`config.mk`:
```
export PLATFORM = sky130hd
export DESIGN_NAME = fifo_burst_reader
export DESIGN_NICKNAME = d
export VERILOG_FILES = /design/src/rtl/fifo_reader_pkg.sv /design/src/rtl/fifo_skid_buffer.sv /design/src/rtl/fifo_burst_reader.sv
export SDC_FILE = /design/constraint.sdc
export NUM_CORES = 1
export LEC_CHECK = 0
export BUFFER_PORTS_ARGS = -buffer_cell sky130_fd_sc_hd__buf_2
export CAP_MARGIN = 20
export CORE_MARGIN = 3
export CORE_UTILIZATION = 47
export DETAILED_ROUTE_END_ITERATION = 16
export PLACE_DENSITY = 0.68
export SLEW_MARGIN = 15
export SYNTH_ARGS = -nofsm -noshare
export SYNTH_HDL_FRONTEND = slang
export SYNTH_SLANG_ARGS = --single-unit
```
`constraint.sdc`:
```
create_clock -name clk -period 3.21 [get_ports clk]
set_clock_uncertainty 0.15 [all_clocks]
set_input_delay 0.1605 -clock clk [delete_from_list [all_inputs] [get_ports clk]]
set_output_delay 0.1605 -clock clk [all_outputs]
set_load 0.02 [all_outputs]
```
`src/rtl/fifo_reader_pkg.sv`:
```
// ---------------------------------------------------------------------------
// fifo_reader_pkg
// Shared definitions for the FIFO burst reader and its skid buffer.
//   readerState_e : burst FSM encoding (IDLE / READ / DRAIN / DONE)
//   SKID_DEPTH    : number of entries in the output skid buffer
//   OCC_WIDTH     : width of occupancy count and buffer pointers
//   nextPtr()     : wrap-around increment for a SKID_DEPTH-entry ring
// ---------------------------------------------------------------------------
package fifo_reader_pkg;

  typedef enum logic [1:0] {
    IDLE  = 2'd0,
    READ  = 2'd1,
    DRAIN = 2'd2,
    DONE  = 2'd3
  } readerState_e;

  localparam int SKID_DEPTH = 3;
  localparam int OCC_WIDTH  = 2;

  localparam logic [OCC_WIDTH-1:0] OCC_FULL = OCC_WIDTH'(SKID_DEPTH);
  localparam logic [OCC_WIDTH-1:0] PTR_LAST = OCC_WIDTH'(SKID_DEPTH - 1);

  // Ring pointers wrap at SKID_DEPTH rather than at a power of two, so the
  // increment has to fold back to zero explicitly after the last slot.
  function automatic logic [OCC_WIDTH-1:0] nextPtr(input logic [OCC_WIDTH-1:0] ptr);
    return (ptr == PTR_LAST) ? '0 : ptr + OCC_WIDTH'(1);
  endfunction

endpackage

```
`src/rtl/fifo_skid_buffer.sv`:
```
// ---------------------------------------------------------------------------
// fifo_skid_buffer
// Small circular buffer that absorbs words already requested from the FIFO
// while the downstream consumer is stalled.
// Ports:
//   clk, reset     : clock and synchronous active-high reset
//   enable_i       : all state changes gated by this (clock enable)
//   push_i         : write pushData_i into the tail this cycle
//   pushData_i     : word to store
//   pop_i          : remove the head word this cycle
//   occ_o          : number of stored words (0..SKID_DEPTH)
//   headData_o     : oldest stored word, zero when empty
// ---------------------------------------------------------------------------
module fifo_skid_buffer
  import fifo_reader_pkg::*;
#(
  parameter int DATA_WIDTH = 8
) (
  input  logic                  clk,
  input  logic                  reset,
  input  logic                  enable_i,
  input  logic                  push_i,
  input  logic [DATA_WIDTH-1:0] pushData_i,
  input  logic                  pop_i,
  output logic [OCC_WIDTH-1:0]  occ_o,
  output logic [DATA_WIDTH-1:0] headData_o
);

  logic [DATA_WIDTH-1:0] mem_q [0:SKID_DEPTH-1];
  logic [OCC_WIDTH-1:0]  wrPtr_q, wrPtr_d;
  logic [OCC_WIDTH-1:0]  rdPtr_q, rdPtr_d;
  logic [OCC_WIDTH-1:0]  occ_q, occ_d;
  logic                  doPush, doPop;

  // Decide which of push/pop actually take effect and derive the next
  // pointer and occupancy values. A push into a full buffer is only allowed
  // when a pop frees a slot at the same edge; a simultaneous push and pop
  // leaves the occupancy unchanged.
  always_comb begin
    doPop   = pop_i && (occ_q != '0);
    doPush  = push_i && ((occ_q != OCC_FULL) || doPop);
    wrPtr_d = wrPtr_q;
    rdPtr_d = rdPtr_q;
    occ_d   = occ_q;
    if (doPush) wrPtr_d = nextPtr(wrPtr_q);
    if (doPop)  rdPtr_d = nextPtr(rdPtr_q);
    if (doPush && !doPop) begin
      occ_d = occ_q + OCC_WIDTH'(1);
    end else if (doPop && !doPush) begin
      occ_d = occ_q - OCC_WIDTH'(1);
    end
  end

  // Pointer and occupancy registers. Reset empties the buffer; with the
  // enable low everything holds.
  always_ff @(posedge clk) begin
    if (reset) begin
      wrPtr_q <= '0;
      rdPtr_q <= '0;
      occ_q   <= '0;
    end else if (enable_i) begin
      wrPtr_q <= wrPtr_d;
      rdPtr_q <= rdPtr_d;
      occ_q   <= occ_d;
    end
  end

  // Storage array. Contents need no reset because the head output is
  // masked whenever the buffer is empty.
  always_ff @(posedge clk) begin
    if (!reset && enable_i && doPush) begin
      mem_q[wrPtr_q] <= pushData_i;
    end
  end

  assign occ_o      = occ_q;
  assign headData_o = (occ_q != '0) ? mem_q[rdPtr_q] : '0;

endmodule

```
`src/rtl/fifo_burst_reader.sv`:
```
// ---------------------------------------------------------------------------
// fifo_burst_reader
// Read-side master for fifo_generic. A start pulse launches a burst that pops
// exactly burst_len words from the FIFO and streams them out in order on a
// valid/ready interface. A 3-entry skid buffer hides the FIFO's one-cycle
// read latency so the block sustains one word per clock, and fifo_read never
// depends combinationally on out_ready.
// Ports:
//   clk, reset      : clock, synchronous active-high reset (beats clk_enable)
//   clk_enable      : state advances only when high
//   start           : one-cycle burst request, ignored while busy
//   burst_len       : number of words in the burst, sampled with start
//   fifo_read       : read strobe to the FIFO
//   fifo_read_data  : FIFO data, valid the cycle after fifo_read
//   fifo_empty      : FIFO empty flag
//   out_valid/out_ready/out_data : output stream
//   busy            : burst in progress
//   done            : one-cycle pulse once the last word has left
//   words_left      : words not yet requested from the FIFO
// ---------------------------------------------------------------------------
module fifo_burst_reader
  import fifo_reader_pkg::*;
#(
  parameter int FIFO_DATA_WIDTH = 8,
  parameter int LEN_WIDTH       = 8
) (
  input  logic                       clk,
  input  logic                       reset,
  input  logic                       clk_enable,
  input  logic                       start,
  input  logic [LEN_WIDTH-1:0]       burst_len,
  output logic                       fifo_read,
  input  logic [FIFO_DATA_WIDTH-1:0] fifo_read_data,
  input  logic                       fifo_empty,
  output logic                       out_valid,
  input  logic                       out_ready,
  output logic [FIFO_DATA_WIDTH-1:0] out_data,
  output logic                       busy,
  output logic                       done,
  output logic [LEN_WIDTH-1:0]       words_left
);

  readerState_e          state_q, state_d;
  logic [LEN_WIDTH-1:0]  wordsLeft_q, wordsLeft_d;
  logic                  inflight_q, inflight_d;
  logic [OCC_WIDTH-1:0]  occ;
  logic [OCC_WIDTH:0]    pending;

  // Words already committed to the buffer: stored ones plus the one whose
  // FIFO data arrives at the next edge. Issuing a read only while this is
  // below the buffer depth guarantees every returning word has a slot even
  // if the consumer stalls, without looking at out_ready.
  assign pending = {1'b0, occ} + {{OCC_WIDTH{1'b0}}, inflight_q};

  // Next-state, read-issue and done logic. Defaults hold every register,
  // which is also the complete behaviour while clk_enable is low.
  always_comb begin
    state_d     = state_q;
    wordsLeft_d = wordsLeft_q;
    inflight_d  = inflight_q;
    fifo_read   = 1'b0;
    done        = 1'b0;
    if (clk_enable) begin
      fifo_read  = (state_q == READ) && !fifo_empty && (wordsLeft_q != '0)
                   && (pending < (OCC_WIDTH+1)'(SKID_DEPTH));
      inflight_d = fifo_read;
      if (fifo_read) wordsLeft_d = wordsLeft_q - LEN_WIDTH'(1);
      done = (state_q == DONE);
      case (state_q)
        IDLE: begin
          if (start) begin
            wordsLeft_d = burst_len;
            state_d     = (burst_len == '0) ? DONE : READ;
          end
        end
        READ: begin
          if (wordsLeft_q == '0) state_d = DRAIN;
        end
        DRAIN: begin
          if (!inflight_q && (occ == '0)) state_d = DONE;
        end
        DONE: begin
          state_d = IDLE;
        end
        default: begin
          state_d = IDLE;
        end
      endcase
    end
  end

  // FSM, burst counter and in-flight flag. Reset drops any word still in
  // flight from the FIFO by clearing the flag.
  always_ff @(posedge clk) begin
    if (reset) begin
      state_q     <= IDLE;
      wordsLeft_q <= '0;
      inflight_q  <= 1'b0;
    end else begin
      state_q     <= state_d;
      wordsLeft_q <= wordsLeft_d;
      inflight_q  <= inflight_d;
    end
  end

  fifo_skid_buffer #(
    .DATA_WIDTH (FIFO_DATA_WIDTH)
  ) skidBuffer (
    .clk        (clk),
    .reset      (reset),
    .enable_i   (clk_enable),
    .push_i     (inflight_q),
    .pushData_i (fifo_read_data),
    .pop_i      (out_valid && out_ready),
    .occ_o      (occ),
    .headData_o (out_data)
  );

  assign out_valid  = (occ != '0);
  assign busy       = (state_q != IDLE);
  assign words_left = wordsLeft_q;

endmodule

```
==> flow_summary.rst <==
.. list-table::
   :header-rows: 1

   * - Metric
     - Value
   * - Worst setup slack for register-to-register paths
     - 0.78 ns
   * - Power density cells
     - approximately 460 nW/um^2
   * - Overall track demand over capacity in global routing
     - 18.0%
   * - Post-Route Hold Slack
     - 0.0281 ns
   * - Clock insertion delay at the later pin of the skew report
     - approximately 0.28 ns
   * - Library cell contributing the largest single delay on the critical path
     - sky130_fd_sc_hd__dfxtp_1
   * - Post-synthesis cell type count
     - between 40 and 50
   * - CTS clock-pin slew for the worst setup and hold paths
     - 0.08 ns
   * - Global placer's final weighted congestion
     - 0.797
   * - Switching pwr
     - between 0.3 and 0.4 mW
   * - Number of antenna cells inserted
     - 0
   * - Post-Synthesis Net Count
     - roughly 240
   * - Maximum fanout along the worst path
     - 9
   * - Top cell type by total area after synthesis
     - sky130_fd_sc_hd__edfxtp_1
   * - Delay contributed by the slowest stage of the critical path
     - 0.37 ns
   * - Clock tree from TritonCTS
     - done
   * - Total power after layout
     - 1.16 mW
   * - Number of flops mapped to enable cells by yosys
     - 24
   * - Startpoint kind of the worst setup timing path
     - register
   * - Nets@finish
     - 291
   * - Max Fclk
     - 0.411 GHz
   * - Core Footprint
     - roughly 4200 sq um
   * - Top cells by area, synth
     - sky130_fd_sc_hd__edfxtp_1 (34%), sky130_fd_sc_hd__dfxtp_1 (18%), sky130_fd_sc_hd__nor2_1 (6.2%)
   * - Detail-routed net length per standard cell
     - 13.8 um
   * - Relative slew slack
     - about 53%
   * - Initial Utilization
     - 50.5%
   * - Total of cells resized after clock tree synthesis
     - 0
   * - Fraction of layout instances using a drive strength above 1
     - 21.5%
   * - Share of the synthesized area in the top cell type
     - 34.2%
   * - Root Buffer Master
     - sky130_fd_sc_hd__clkbuf_8
   * - Critical path cell sequence
     - ha_1 > ha_1 > a2111oi_4 > buf_4 > and2_1 > mux2i_1 > a2111oi_2
   * - Flip-flop and latch count after synthesis
     - 43
   * - Proportion of synthesized chip area in sequential cells
     - 52.3%
   * - Leak Pwr
     - 0.986 nW
   * - Number of vias in the routed layout
     - roughly 1,700
   * - Horiz. Die Dim
     - 72.9 um
   * - YS warnings
     - 0
   * - Count of antenna-violating nets left after detailed routing
     - 0
   * - Ratio of final minimum period to clock period
     - between 70 and 80%
   * - Cell repeated most along the worst path
     - sky130_fd_sc_hd__ha_1
   * - Total number of clock tree sinks
     - 43
   * - Critical Path End Type
     - register
   * - Peak ir drop on the vdd network
     - 382 uV
   * - DRC viols
     - 0
   * - Slew at the pin with the worst max-slew slack
     - approximately 0.7 ns
   * - CP Data Required Time
     - between 3 and 4 ns
   * - Critical path class
     - reg -> reg
   * - Deepest clock path buffer count
     - 2
   * - Largest net degree at the start of global routing
     - 22
   * - Setup TNS
     - 0 ns
   * - Slew Viols, Final
     - 0
   * - Drt via density
     - 5.53
   * - Internal power consumption
     - 0.835 mW
   * - Post CTS Setup Buffer Count
     - 0
   * - Most used flip-flop cell after synthesis
     - sky130_fd_sc_hd__edfxtp_1
   * - Post-CTS Hold Buffers
     - 8
   * - Max-cap violations
     - 0
   * - Min-Delay Path Class
     - in -> reg
   * - Die Height
     - 72.9 um
   * - Final number of setup-violating endpoints
     - 0
   * - Layout area overhead
     - 19.8%
   * - Global-route wire length before repair
     - 7430 um
   * - Non-filler instance count after layout
     - 310
   * - DPL Wire Length
     - 3120 um
   * - Number of instances in the synthesized netlist
     - about 210
   * - Critical Path AT
     - 2.47 ns
   * - Initial DRT Pass Iterations
     - 4
   * - Detailed Route WL
     - between 4000 and 5000 um
   * - Status
     - finished, final reports clean
   * - Pre-CTS setup slack
     - about 0.81 ns
   * - Global route overflow
     - 0
   * - Post-synthesis instance area
     - 2110 sq um
   * - Unrepaired setup endpoints after global routing
     - false
   * - Clock buffer count from CTS
     - 5
   * - Combinational power share
     - 19.0%
   * - Mean instance size in the synthesized netlist
     - 10.1 sq um
   * - Vias in the first global route
     - 1,604
   * - Starting DRC count in detailed routing
     - 77
   * - Die Area
     - 5320 sq um
   * - Worst Slack Setup Final
     - a little under 0.8 ns
   * - Most repeated cell in the gate-level netlist after synthesis
     - sky130_fd_sc_hd__nor2_1
   * - Power share of the clock group
     - 27.8%
   * - Number of cell rows
     - 23
   * - Number of hold violations in the final report
     - 0
   * - I/O pins
     - 42
   * - Share of synthesized flip-flops with an asynchronous set or reset
     - 0%
   * - Fin crit period
     - roughly 2.4 ns
   * - Cell Count Post-Placement
     - between 200 and 300
   * - CTS HTree Levels
     - 2
   * - Initial antenna violation count
     - 0
   * - Proportion of power drawn by flip-flops and latches
     - between 50% and 60%
   * - Port Buffers
     - between 40 and 50
   * - Synth cell count leaders
     - sky130_fd_sc_hd__nor2_1 (35), sky130_fd_sc_hd__edfxtp_1 (24), sky130_fd_sc_hd__dfxtp_1 (19), sky130_fd_sc_hd__a21oi_1 (17), sky130_fd_sc_hd__nand2_1 (12)
   * - Switching share of power
     - 28.1%
==> worst max-delay path: cells and delay by family, from the launching register on <==
| family | cells | cell delay (ns) |
|---|---|---|
| AOI/OAI and AO/OA | 2 | 0.68 |
| adders and majority gates | 2 | 0.50 |
| buffers and inverters | 1 | 0.20 |
| DFF | 1 | 0.37 |
| muxes | 1 | 0.13 |
| and+or+nand+nor | 1 | 0.29 |
==> logic make-up (layout without fill, tap and decap cells) <==
family	count (synthesis)	count (layout)	synth area share [%]
muxes	9	9	4.28
and+or+nand+nor	85	85	19.3
adders and majority gates	10	10	5.94
DFF	43	43	52.3
xor gates and xnor gates	3	3	1.25
buffers and inverters	18	69	3.56
AOI/OAI and AO/OA	41	41	13.4
==> metrics by stage <==
step | util, % | cell area (sq um)
5_1_grt | 60.5 | 2520
4_1_cts | 60.5 | 2520
3_5_place_dp | 56.5 | 2360
6_report | 60.5 | 2520
2_1_floorplan | - | 2110
3_3_place_gp | 56.5 | 2360
==> final cells by class <==
| cell class | count | area (sq um) |
|---|---|---|
| fill | 374 | 1650 |
| sequential | 43 | 1100 |
| multi-input combinational | 148 | 930 |
| timing repair buffer | 53 | 315 |
| clock buffer | 6 | 72.6 |
| tap | 50 | 62.6 |
| inverter | 8 | 30.0 |
| clock inverter | 2 | 12.5 |
==> routing by layer <==
metal	up-vias	track usage, %	part of all wire [%]
li1	868	-	-
met1	783	25.1	45
met2	59	28.8	47
met3	4	3.44	6.8
met4	0	4.51	0.93
met5	-	0	0
==> state kept, by name (all words and copies together), names as in the netlist, named ones only <==
register            flops
skidBuffer.wrPtr_q      2
skidBuffer.mem_q       24
skidBuffer.rdPtr_q      2
skidBuffer.occ_o        2
words_left              8
inflight_q              1
state_q                 2
==> cells in the final DEF, fill, tap and decap left out, types with 2 or more instances in the layout <==
cell type,instances
sky130_fd_sc_hd__nand4_1,4
sky130_fd_sc_hd__nor3_1,7
sky130_fd_sc_hd__ha_1,10
sky130_fd_sc_hd__o21ai_0,3
sky130_fd_sc_hd__buf_4,4
sky130_fd_sc_hd__edfxtp_1,24
sky130_fd_sc_hd__nor4_1,3
sky130_fd_sc_hd__nand2b_1,2
sky130_fd_sc_hd__dlygate4sd3_1,8
sky130_fd_sc_hd__nor2_1,35
sky130_fd_sc_hd__nand3b_1,2
sky130_fd_sc_hd__nand3_1,8
sky130_fd_sc_hd__mux2i_1,9
sky130_fd_sc_hd__xnor2_1,2
sky130_fd_sc_hd__dfxtp_1,19
sky130_fd_sc_hd__and2_1,4
sky130_fd_sc_hd__inv_1,7
sky130_fd_sc_hd__a31oi_1,9
sky130_fd_sc_hd__clkbuf_8,5
sky130_fd_sc_hd__and3_1,2
sky130_fd_sc_hd__a21oi_1,17
sky130_fd_sc_hd__nand2_1,12
sky130_fd_sc_hd__buf_2,41
==> worst paths after layout <==
path	startpoint	end	cells past startpoint
min	burst_len[2]	words_left[2]$_SDFFE_PP0P_	3
max reg2reg	skidBuffer.occ_o[0]$_SDFFE_PP0P_	words_left[1]$_SDFFE_PP0P_	7
min reg2reg	skidBuffer.wrPtr_q[1]$_SDFFE_PP0P_	skidBuffer.wrPtr_q[1]$_SDFFE_PP0P_	2
max	skidBuffer.occ_o[0]$_SDFFE_PP0P_	words_left[1]$_SDFFE_PP0P_	7
==> power groups by stage <==
stage	Combinational [mW]	Sequential (mW)	Clock, mW
2_1_floorplan	0.141	0.636	0
3_3_place_gp	0.211	0.630	0
3_5_place_dp	0.214	0.630	0
4_1_cts	0.222	0.618	0.330
5_1_grt	0.249	0.621	0.356
6_report	0.221	0.618	0.323
No activity file was read; power rests on OpenSTA's default activity.
